## src/rtl/fnd_pkg.sv

```systemverilog
// Shared definitions for the FND (7-segment) receive path: font codes and capture FSM states.
package fnd_pkg;

    localparam int unsigned FND_DIGITS = 4;

    // Active-low {dp,g,f,e,d,c,b,a} with dp forced high.
    localparam logic [7:0] FONT_0     = 8'hC0;
    localparam logic [7:0] FONT_1     = 8'hF9;
    localparam logic [7:0] FONT_2     = 8'hA4;
    localparam logic [7:0] FONT_3     = 8'hB0;
    localparam logic [7:0] FONT_4     = 8'h99;
    localparam logic [7:0] FONT_5     = 8'h92;
    localparam logic [7:0] FONT_6     = 8'h82;
    localparam logic [7:0] FONT_7     = 8'hF8;
    localparam logic [7:0] FONT_8     = 8'h80;
    localparam logic [7:0] FONT_9     = 8'h90;
    localparam logic [7:0] FONT_BLANK = 8'hFF;
    localparam logic [7:0] DP_MASK    = 8'h80;

    typedef enum logic {COLLECT, CONVERT} fnd_cap_state_e;

    function automatic logic [13:0] bcd4_to_bin(input logic [3:0][3:0] d);
        return 14'(d[3]) * 14'd1000 + 14'(d[2]) * 14'd100 + 14'(d[1]) * 14'd10 + 14'(d[0]);
    endfunction

endpackage

```

## src/rtl/fnd_font_decoder.sv

```systemverilog
// Combinational segment-font to BCD decoder; the dp segment is ignored.
module fnd_font_decoder
    import fnd_pkg::*;
(
    input  logic [7:0] font_i,
    output logic [3:0] bcd_o,
    output logic       legal_o
);

    always_comb begin
        bcd_o   = 4'd0;
        legal_o = 1'b1;
        case (font_i | DP_MASK)
            FONT_0:  bcd_o = 4'd0;
            FONT_1:  bcd_o = 4'd1;
            FONT_2:  bcd_o = 4'd2;
            FONT_3:  bcd_o = 4'd3;
            FONT_4:  bcd_o = 4'd4;
            FONT_5:  bcd_o = 4'd5;
            FONT_6:  bcd_o = 4'd6;
            FONT_7:  bcd_o = 4'd7;
            FONT_8:  bcd_o = 4'd8;
            FONT_9:  bcd_o = 4'd9;
            default: legal_o = 1'b0;
        endcase
    end

endmodule

```

## src/rtl/fnd_capture.sv

```systemverilog
// Receive side of a multiplexed 4-digit FND bus: samples settled digits, assembles a frame
// and reports it as a binary number.
module fnd_capture
    import fnd_pkg::*;
#(
    parameter int unsigned SETTLE_CYCLES  = 4,
    parameter int unsigned TIMEOUT_CYCLES = 1_000_000
) (
    input  logic        clk,
    input  logic        reset,
    input  logic [3:0]  fndCom,
    input  logic [7:0]  fndFont,
    output logic [13:0] number,
    output logic        number_valid,
    output logic        font_err,
    output logic        frame_err
);

    localparam int unsigned CntW = $clog2(SETTLE_CYCLES);
    localparam int unsigned TmrW = $clog2(TIMEOUT_CYCLES);
    localparam logic [CntW-1:0] CntMax = CntW'(SETTLE_CYCLES - 1);
    localparam logic [TmrW-1:0] TmrMax = TmrW'(TIMEOUT_CYCLES - 1);

    logic [3:0]       com_q;
    logic [7:0]       font_q;
    logic [11:0]      prev_q;
    logic [CntW-1:0]  stable_cnt_q, stable_cnt_d;
    logic [3:0][3:0]  digit_q, digit_d;
    logic [3:0]       mask_q, mask_d;
    logic [TmrW-1:0]  timer_q, timer_d;
    logic [13:0]      number_q, number_d;
    fnd_cap_state_e   state_q, state_d;

    logic       same;
    logic       sample;
    logic       one_low;
    logic [1:0] idx;
    logic [3:0] bcd;
    logic       legal;
    logic       samp_ok;

    fnd_font_decoder u_dec (
        .font_i  (font_q),
        .bcd_o   (bcd),
        .legal_o (legal)
    );

    assign same    = ({com_q, font_q} == prev_q);
    // Fires on the single cycle the counter steps onto its saturation value.
    assign sample  = same && (stable_cnt_q == CntMax - CntW'(1));
    assign one_low = ($countones(~com_q) == 1);

    always_comb begin
        idx = 2'd0;
        for (int i = 0; i < FND_DIGITS; i++) begin
            if (!com_q[i]) idx = 2'(i);
        end
    end

    always_comb begin
        if (!same)                   stable_cnt_d = '0;
        else if (stable_cnt_q != CntMax) stable_cnt_d = stable_cnt_q + CntW'(1);
        else                         stable_cnt_d = stable_cnt_q;
    end

    always_comb begin
        digit_d      = digit_q;
        mask_d       = mask_q;
        timer_d      = timer_q;
        number_d     = number_q;
        state_d      = state_q;
        number_valid = 1'b0;
        font_err     = 1'b0;
        frame_err    = 1'b0;
        samp_ok      = 1'b0;

        if (sample && (com_q != 4'b1111)) begin
            if (!one_low)   frame_err = 1'b1;
            else if (legal) samp_ok   = 1'b1;
            else            font_err  = 1'b1;
        end

        unique case (state_q)
            COLLECT: begin
                timer_d = (mask_q != 4'b0000) ? timer_q + TmrW'(1) : '0;
                if (font_err || frame_err) begin
                    mask_d  = 4'b0000;
                    timer_d = '0;
                end else if ((mask_q != 4'b0000) && (timer_q == TmrMax)) begin
                    frame_err = 1'b1;
                    mask_d    = 4'b0000;
                    timer_d   = '0;
                end else begin
                    if (samp_ok) begin
                        digit_d[idx] = bcd;
                        mask_d[idx]  = 1'b1;
                    end
                    if (mask_q == 4'b1111) begin
                        number_d = bcd4_to_bin(digit_q);
                        state_d  = CONVERT;
                    end
                end
            end
            CONVERT: begin
                number_valid = 1'b1;
                mask_d       = 4'b0000;
                timer_d      = '0;
                state_d      = COLLECT;
                if (samp_ok) begin
                    digit_d[idx] = bcd;
                    mask_d[idx]  = 1'b1;
                end
            end
            default: state_d = COLLECT;
        endcase
    end

    always_ff @(posedge clk or negedge reset) begin
        if (!reset) begin
            com_q        <= 4'b1111;
            font_q       <= FONT_BLANK;
            prev_q       <= {4'b1111, FONT_BLANK};
            stable_cnt_q <= '0;
            digit_q      <= '0;
            mask_q       <= 4'b0000;
            timer_q      <= '0;
            number_q     <= 14'd0;
            state_q      <= COLLECT;
        end else begin
            com_q        <= fndCom;
            font_q       <= fndFont;
            prev_q       <= {com_q, font_q};
            stable_cnt_q <= stable_cnt_d;
            digit_q      <= digit_d;
            mask_q       <= mask_d;
            timer_q      <= timer_d;
            number_q     <= number_d;
            state_q      <= state_d;
        end
    end

    assign number = number_q;

endmodule

```

## config.mk

```make
export PLATFORM = sky130hd
export DESIGN_NAME = fnd_capture
export DESIGN_NICKNAME = d
export VERILOG_FILES = /design/src/rtl/fnd_pkg.sv /design/src/rtl/fnd_font_decoder.sv /design/src/rtl/fnd_capture.sv
export SDC_FILE = /design/constraint.sdc
export NUM_CORES = 1
export LEC_CHECK = 0
export CORE_MARGIN = 3
export CORE_UTILIZATION = 60
export CTS_BUF_LIST = sky130_fd_sc_hd__clkbuf_16
export CTS_CLUSTER_DIAMETER = 30
export CTS_CLUSTER_SIZE = 10
export DETAILED_ROUTE_END_ITERATION = 16
export PLACE_DENSITY = 0.76
export SETUP_SLACK_MARGIN = 0.5
export SLEW_MARGIN = 20
export SYNTH_ARGS = -nofsm -noshare
export SYNTH_HDL_FRONTEND = slang
export SYNTH_HIERARCHICAL = 1
export SYNTH_SLANG_ARGS = --single-unit
```

## constraint.sdc

```tcl
create_clock -name clk -period 5.85 [get_ports clk]
set_input_delay 1.17 -clock clk [delete_from_list [all_inputs] [get_ports clk]]
set_output_delay 1.17 -clock clk [all_outputs]
set_load 0.05 [all_outputs]
```

## Word level (Yosys, flattened, before mapping)

Index checks and enable logic that the tools add are counted.

- Register bits: 81
- Bits of input ports: 14
- Output and inout port bits: 17

- Add/subtract/negate cells: 8
- $mul: 3
- Order comparisons: 2
- Equal/unequal tests: 20
- Mux-type cells: 41
- Bitwise logic cells: 5
- Reduce and logical (&&, ||, !) cells: 10

Operator list:

| kind | count |
|---|---|
| 2-to-1 mux 20 bit | 3 |
| 2-to-1 mux 16 bit | 3 |
| case mux 20 bit (2 select lines) | 1 |
| case mux 4 bit (9 select lines) | 1 |
| case mux 16 bit (2 select lines) | 1 |
| == test 7 x 5 -> 1 bit, second input constant | 3 |
| == test 7 bit, second input constant | 3 |
| adder 20 x 1 -> 20 bit, second input constant | 1 |
| == test 20 bit, second input constant | 1 |
| 2-to-1 mux 4 bit | 5 |
| 2-to-1 mux 1 bit | 18 |
| bitwise mux 16 bit | 1 |
| adder 14 x 11 -> 14 bit | 1 |
| adder 14 x 4 -> 14 bit | 1 |
| adder 14 x 8 -> 14 bit | 1 |
| == test 7 x 6 -> 1 bit, second input constant | 2 |
| == test 12 bit | 1 |
| multiplier 4 x 7 -> 11 bit, second input constant | 1 |
| OR reduction 10 bit | 1 |
| multiplier 4 x 5 -> 9 bit, second input constant | 1 |
| demux 4 bit (select 2 bit) | 1 |
| 2-to-1 mux 2 bit | 4 |
| != test 4 bit, second input constant | 2 |
| case mux 4 bit (2 select lines) | 1 |
| other kinds (23) | 31 |

## Logic depth before layout (Yosys ltp)

- Word-level depth: 12
- Mapped depth: 18
- Depth with buffers taken out: 18

## Hierarchy

The synthesis kept the hierarchy.

By module, submodules not included:

| module | times used | cells an instance | area an instance (um^2) |
|---|---|---|---|
| fnd_capture | 1 | 428 | 4912.2 |
| fnd_font_decoder | 1 | 24 | 186.4 |

## Least setup slack after synthesis

Ideal clock, no wire load.

- Kind: register to register
- Start: register digit_q[14] in the netlist's numbering
- End: register number_q[13], in the netlist number[13]
- Setup time: 0.125 ns
- Data arrival time: 4.364 ns
- Data required time: 5.725 ns
- Slack: 1.362 ns
- Stages on the path, launching flop included: 19
- Period minus slack after synthesis: 4.488 ns
- Path through: dfrtp_1 -> fa_1 -> inv_1 -> fa_1 -> inv_1 -> ha_1 -> nor2b_1 -> o21ai_0 -> nand2_1 -> xnor2_1 -> ha_1 -> ha_1 -> ha_1 -> a21oi_1 -> nand2_1 -> o21ai_0 -> o21ai_0 -> xnor2_1 -> mux2_2

- Cells in the longest elaborated chain, start to end: 4

RTL lines:

| element | RTL line | source |
|---|---|---|
| start: declaration | fnd_capture.sv:28 | `logic [3:0][3:0] digit_q, digit_d;` |
| start signal: assignment | fnd_capture.sv:134 | `digit_q <= digit_d;` |
| multiplier 4 x 7 -> 11 bit | fnd_pkg.sv:23 | `return 14'(d[3]) * 14'd1000 + 14'(d[2]) * 14'd100 + 14'(d[1]) * 14'd10 + 14'(d[0]);` |
| adder 14 x 11 -> 14 bit | fnd_pkg.sv:23 |  |
| adder 14 x 8 -> 14 bit | fnd_pkg.sv:23 |  |
| adder 14 x 4 -> 14 bit | fnd_pkg.sv:23 |  |
| end signal: assignment | fnd_capture.sv:137 | `number_q <= number_d;` |
| end: declaration | fnd_capture.sv:31 | `logic [13:0] number_q, number_d;` |

Every way passes these cells.
A chain may end at the register's enable or synchronous reset.

## Final worst setup path

Ends and elaborated chain as after synthesis.

==> results by group <==
Status
  • Status: completed

Setup path
  • Reg2Reg Setup Slack: 1.06 ns
  • Critical setup path kind: reg2reg
  • Critical path endpoint category: flip-flop
  • Worst path cell trace: fa_1 > inv_1 > fa_1 > inv_1 > ha_1 > nor2b_1 > o21ai_0 > nand2_1 > xnor2_1 > ha_1 > ha_1 > ha_1 > a21oi_1 > nand2_1 > o21ai_0 > o21ai_0 > xnor2_1 > mux2_2
  • Crit path max-delay cell type: fa_1
  • Startpoint Class: flip-flop
  • FF-to-FF path depth: 18
  • Crit path top cell by count: ha_1
  • Max FO, Critical Path: 7
  • Critical R2R Launch: digit_q[14]
  • CP arrival: 5.01 ns
  • Worst R2R End: number[13]
  • Worst path required time: 6.07 ns
  • Worst path max stage delay: 0.62 ns

Synthesis
  • Ys flop type: dfrtp_1
  • Total of warnings raised by yosys: 6
  • Syn_area_per_cell: 11.3 um2
  • Synth async-reset ratio: 100%
  • #FFs+latches synth: 81
  • Post-synth EDFFs: 0
  • Cell area after synthesis: 5100 um2
  • Count of different cell masters after synthesis: 55
  • Syn nets: 540
  • Synth Instances: 452
  • Seq/Total Area, Yosys: 40.3%

Cells and area
  • FF/Latch Area: 2060 um2
  • Most frequent cells in the layout: 57 x dfrtp_1, 56 x ha_1, 48 x inv_1, 39 x nor2_1
  • Fraction of layout cells with a size suffix above 1: 16.7%
  • Diodes inserted: 0
  • Commonest non-fill, non-tap cell in the layout: dfrtp_1
  • Synth-to-Final Area Change: 14.0%
  • Multi-input logic area: 2840 um2
  • Nets: 579
  • Final core occ: 73.0%
  • Fillers: 568

Clocking
  • Post-CTS Resized: 0
  • Post-CTS Hold Buffers: 0
  • Clock Tree Buf Depth: 2
  • Clk_lat worst skew: 0.33 ns
  • Inserted Clock Buffers: 9
  • CTS Sinks: 81
  • Setup bufs post-CTS: 0
  • CTS tree: done
  • Clk root buf: clkbuf_16
  • CTS clk-pin slew, worst paths: 0.06 ns
  • H-Tree Level Count: 3

Power and ir drop
  • Maximum VDD drop: 0.155 mV
  • Pwr Density: 206 nW/um2
  • LEAKAGE: 2.81 nW

STA
  • Final setup fails: 0
  • Fmax: 0.209 GHz
  • RSZ-0062 raised after global routing: false
  • Final setup skew: 0.0108 ns
  • Max Slew Vio Count: 0
  • Worst slew margin: 33.3%
  • Setup TNS: 0 ns
  • Hold Vio Cnt, Final: 0
  • Final worst path period share: 81.9%
  • Crit path time final: 4.79 ns
  • Worst slew pin tran: 1.00 ns

Route
  • DRC violations left: 0
  • Wire per inst: 14.9 um
  • DRT Pass-1 Iters: 4
  • Via-per-instance ratio: 5.49
  • Routed via count: 3286
  • Initial DRC Count: 98
  • Routed Antenna Nets: 0
  • Routed wire length: 8890 um

Hold path
  • Hold Path Depth: 0
  • HP Start: font_q[7]
  • Hold crit path type: reg2reg
  • Worst Hold End: prev_q[7]

Global routing
  • Largest net degree at the start of global routing: 82
  • Congestion Overflow GR: 0
  • Initial antenna violation count: 0
  • First-pass GRT wire length: 15500 um
  • Vias in the first global route: 3392
  • GRT Util Overall: 19.7%

Flow run
  • Max-Cap Viols: 0

Placement
  • Port Buffer Count: 30
  • RePlAce Congestion: 0.797
  • Dpl hpwl: 6430 um

Floorplanning
  • I/O pin count: 31
  • Die height: 98.2 um
  • Die W: 98.2 um
  • Core area: 7970 um2
  • Initial Util: 64.0%
  • FP Rows: 32
  • Die area: 9640 um2
## critical path: cells and delay by family (launching register included)
family	cells	cell delay (ns)
buf+inv	2	0.15
compound gates	4	0.81
fa+ha+maj	6	2.41
mux	1	0.26
flops	1	0.47
xor+xnor	2	0.27
simple gates	3	0.31
## cell families after synthesis
logic type / Yosys count / share of synthesized area, %
buf+inv: 51 / 3.93
flops: 81 / 40.3
compound gates: 50 / 6.70
fa+ha+maj: 74 / 20.8
simple gates: 115 / 12.8
xor+xnor: 50 / 8.59
mux: 31 / 6.80
## state kept, by name, summed over array words and instances (netlist names)
name and flops:
mask_q 4, state_q 1, digit_q 16, timer_q 20, number 14, stable_cnt_q 2, prev_q 12, font_q 8
com_q 4
## where the power goes
group          internal [W]  switching, W  leakage (nW)
clock              0.000335      0.000232         0.148
combinational     0.0000197     0.0000223          1.62
sequential         0.000576     0.0000127          1.05
total              0.000930      0.000267          2.81
## area by class of cell
cell class / count / area share (%)
clock inverter: 7 / 1.31
tap: 102 / 2.20
sequential: 81 / 35.4
multi-input combinational: 320 / 48.9
timing repair buffer: 31 / 5.25
inverter: 48 / 3.10
clock buffer: 9 / 3.87
## Yosys cell counts, types with 2 or more instances
cell      instances  area, um2
and3_1            2       12.5
nand3_1           7       35.0
mux2i_1           2       20.0
ha_1             56        701
nor2b_1           4       25.0
inv_1            48        180
nand2_1          21       78.8
o31a_1            2       17.5
dfstp_2          24        631
and4_1            5       43.8
mux2_2           29        327
xor2_1           21        184
fa_1             18        360
nor3_4            2       32.5
a211oi_1          3       22.5
o21ai_0          11       55.1
nand3b_1          4       30.0
nor2_1           39        146
xnor2_1          29        254
nor4bb_1          2       20.0
o221ai_1          2       17.5
a31oi_1           2       12.5
dfrtp_1          57       1430
a21oi_1          12       60.1
o21a_1            2       15.0
a21o_1            4       30.0
nor3_1            6       30.0
o21bai_1          2       15.0
nand4_1           7       43.8
nor3b_1           4       30.0
## stage by stage
| stage | setup WS, ns | std cells | hold slack, ns | total power (W) | cell area [um2] |
|---|---|---|---|---|---|
| 2_1_floorplan | 1.36 | 452 | 0.361 | 0.000615 | 5100 |
| 3_3_place_gp | 1.22 | 582 | 0.364 | 0.000639 | 5510 |
| 3_5_place_dp | 1.03 | 582 | 0.370 | 0.000641 | 5510 |
| 4_1_cts | 1.06 | 598 | 0.375 | 0.00122 | 5810 |
| 5_1_grt | 0.685 | 598 | 0.380 | 0.00125 | 5810 |
| 6_report | 1.06 | 598 | 0.371 | 0.00120 | 5810 |
## worst max path at each step
| stage | startpoint | endpoint | slack (ns) | cells after the start |
|---|---|---|---|---|
| 6_report | digit_q[14] | number[13] | 1.06 | 18 |
| 4_1_cts | digit_q[13] | number[13] | 1.06 | 18 |
| 2_1_floorplan | digit_q[14] | number[13] | 1.36 | 18 |
| 3_5_place_dp | digit_q[14] | number[13] | 1.03 | 18 |
| 3_3_place_gp | digit_q[14] | number[13] | 1.22 | 18 |
| 5_1_grt | digit_q[14] | number[13] | 0.68 | 18 |
## metal layers
metal  up-vias  part of all wire [%]  global-route usage (%)
met1      1585                    50                    27.9
met2        53                    47                    30.6
met5         -                     0                       0
li1       1640                     -                       -
met4         0                  0.74                    5.36
met3         8                   2.5                    4.71
Note: power is estimated with default switching activity, not from simulation.
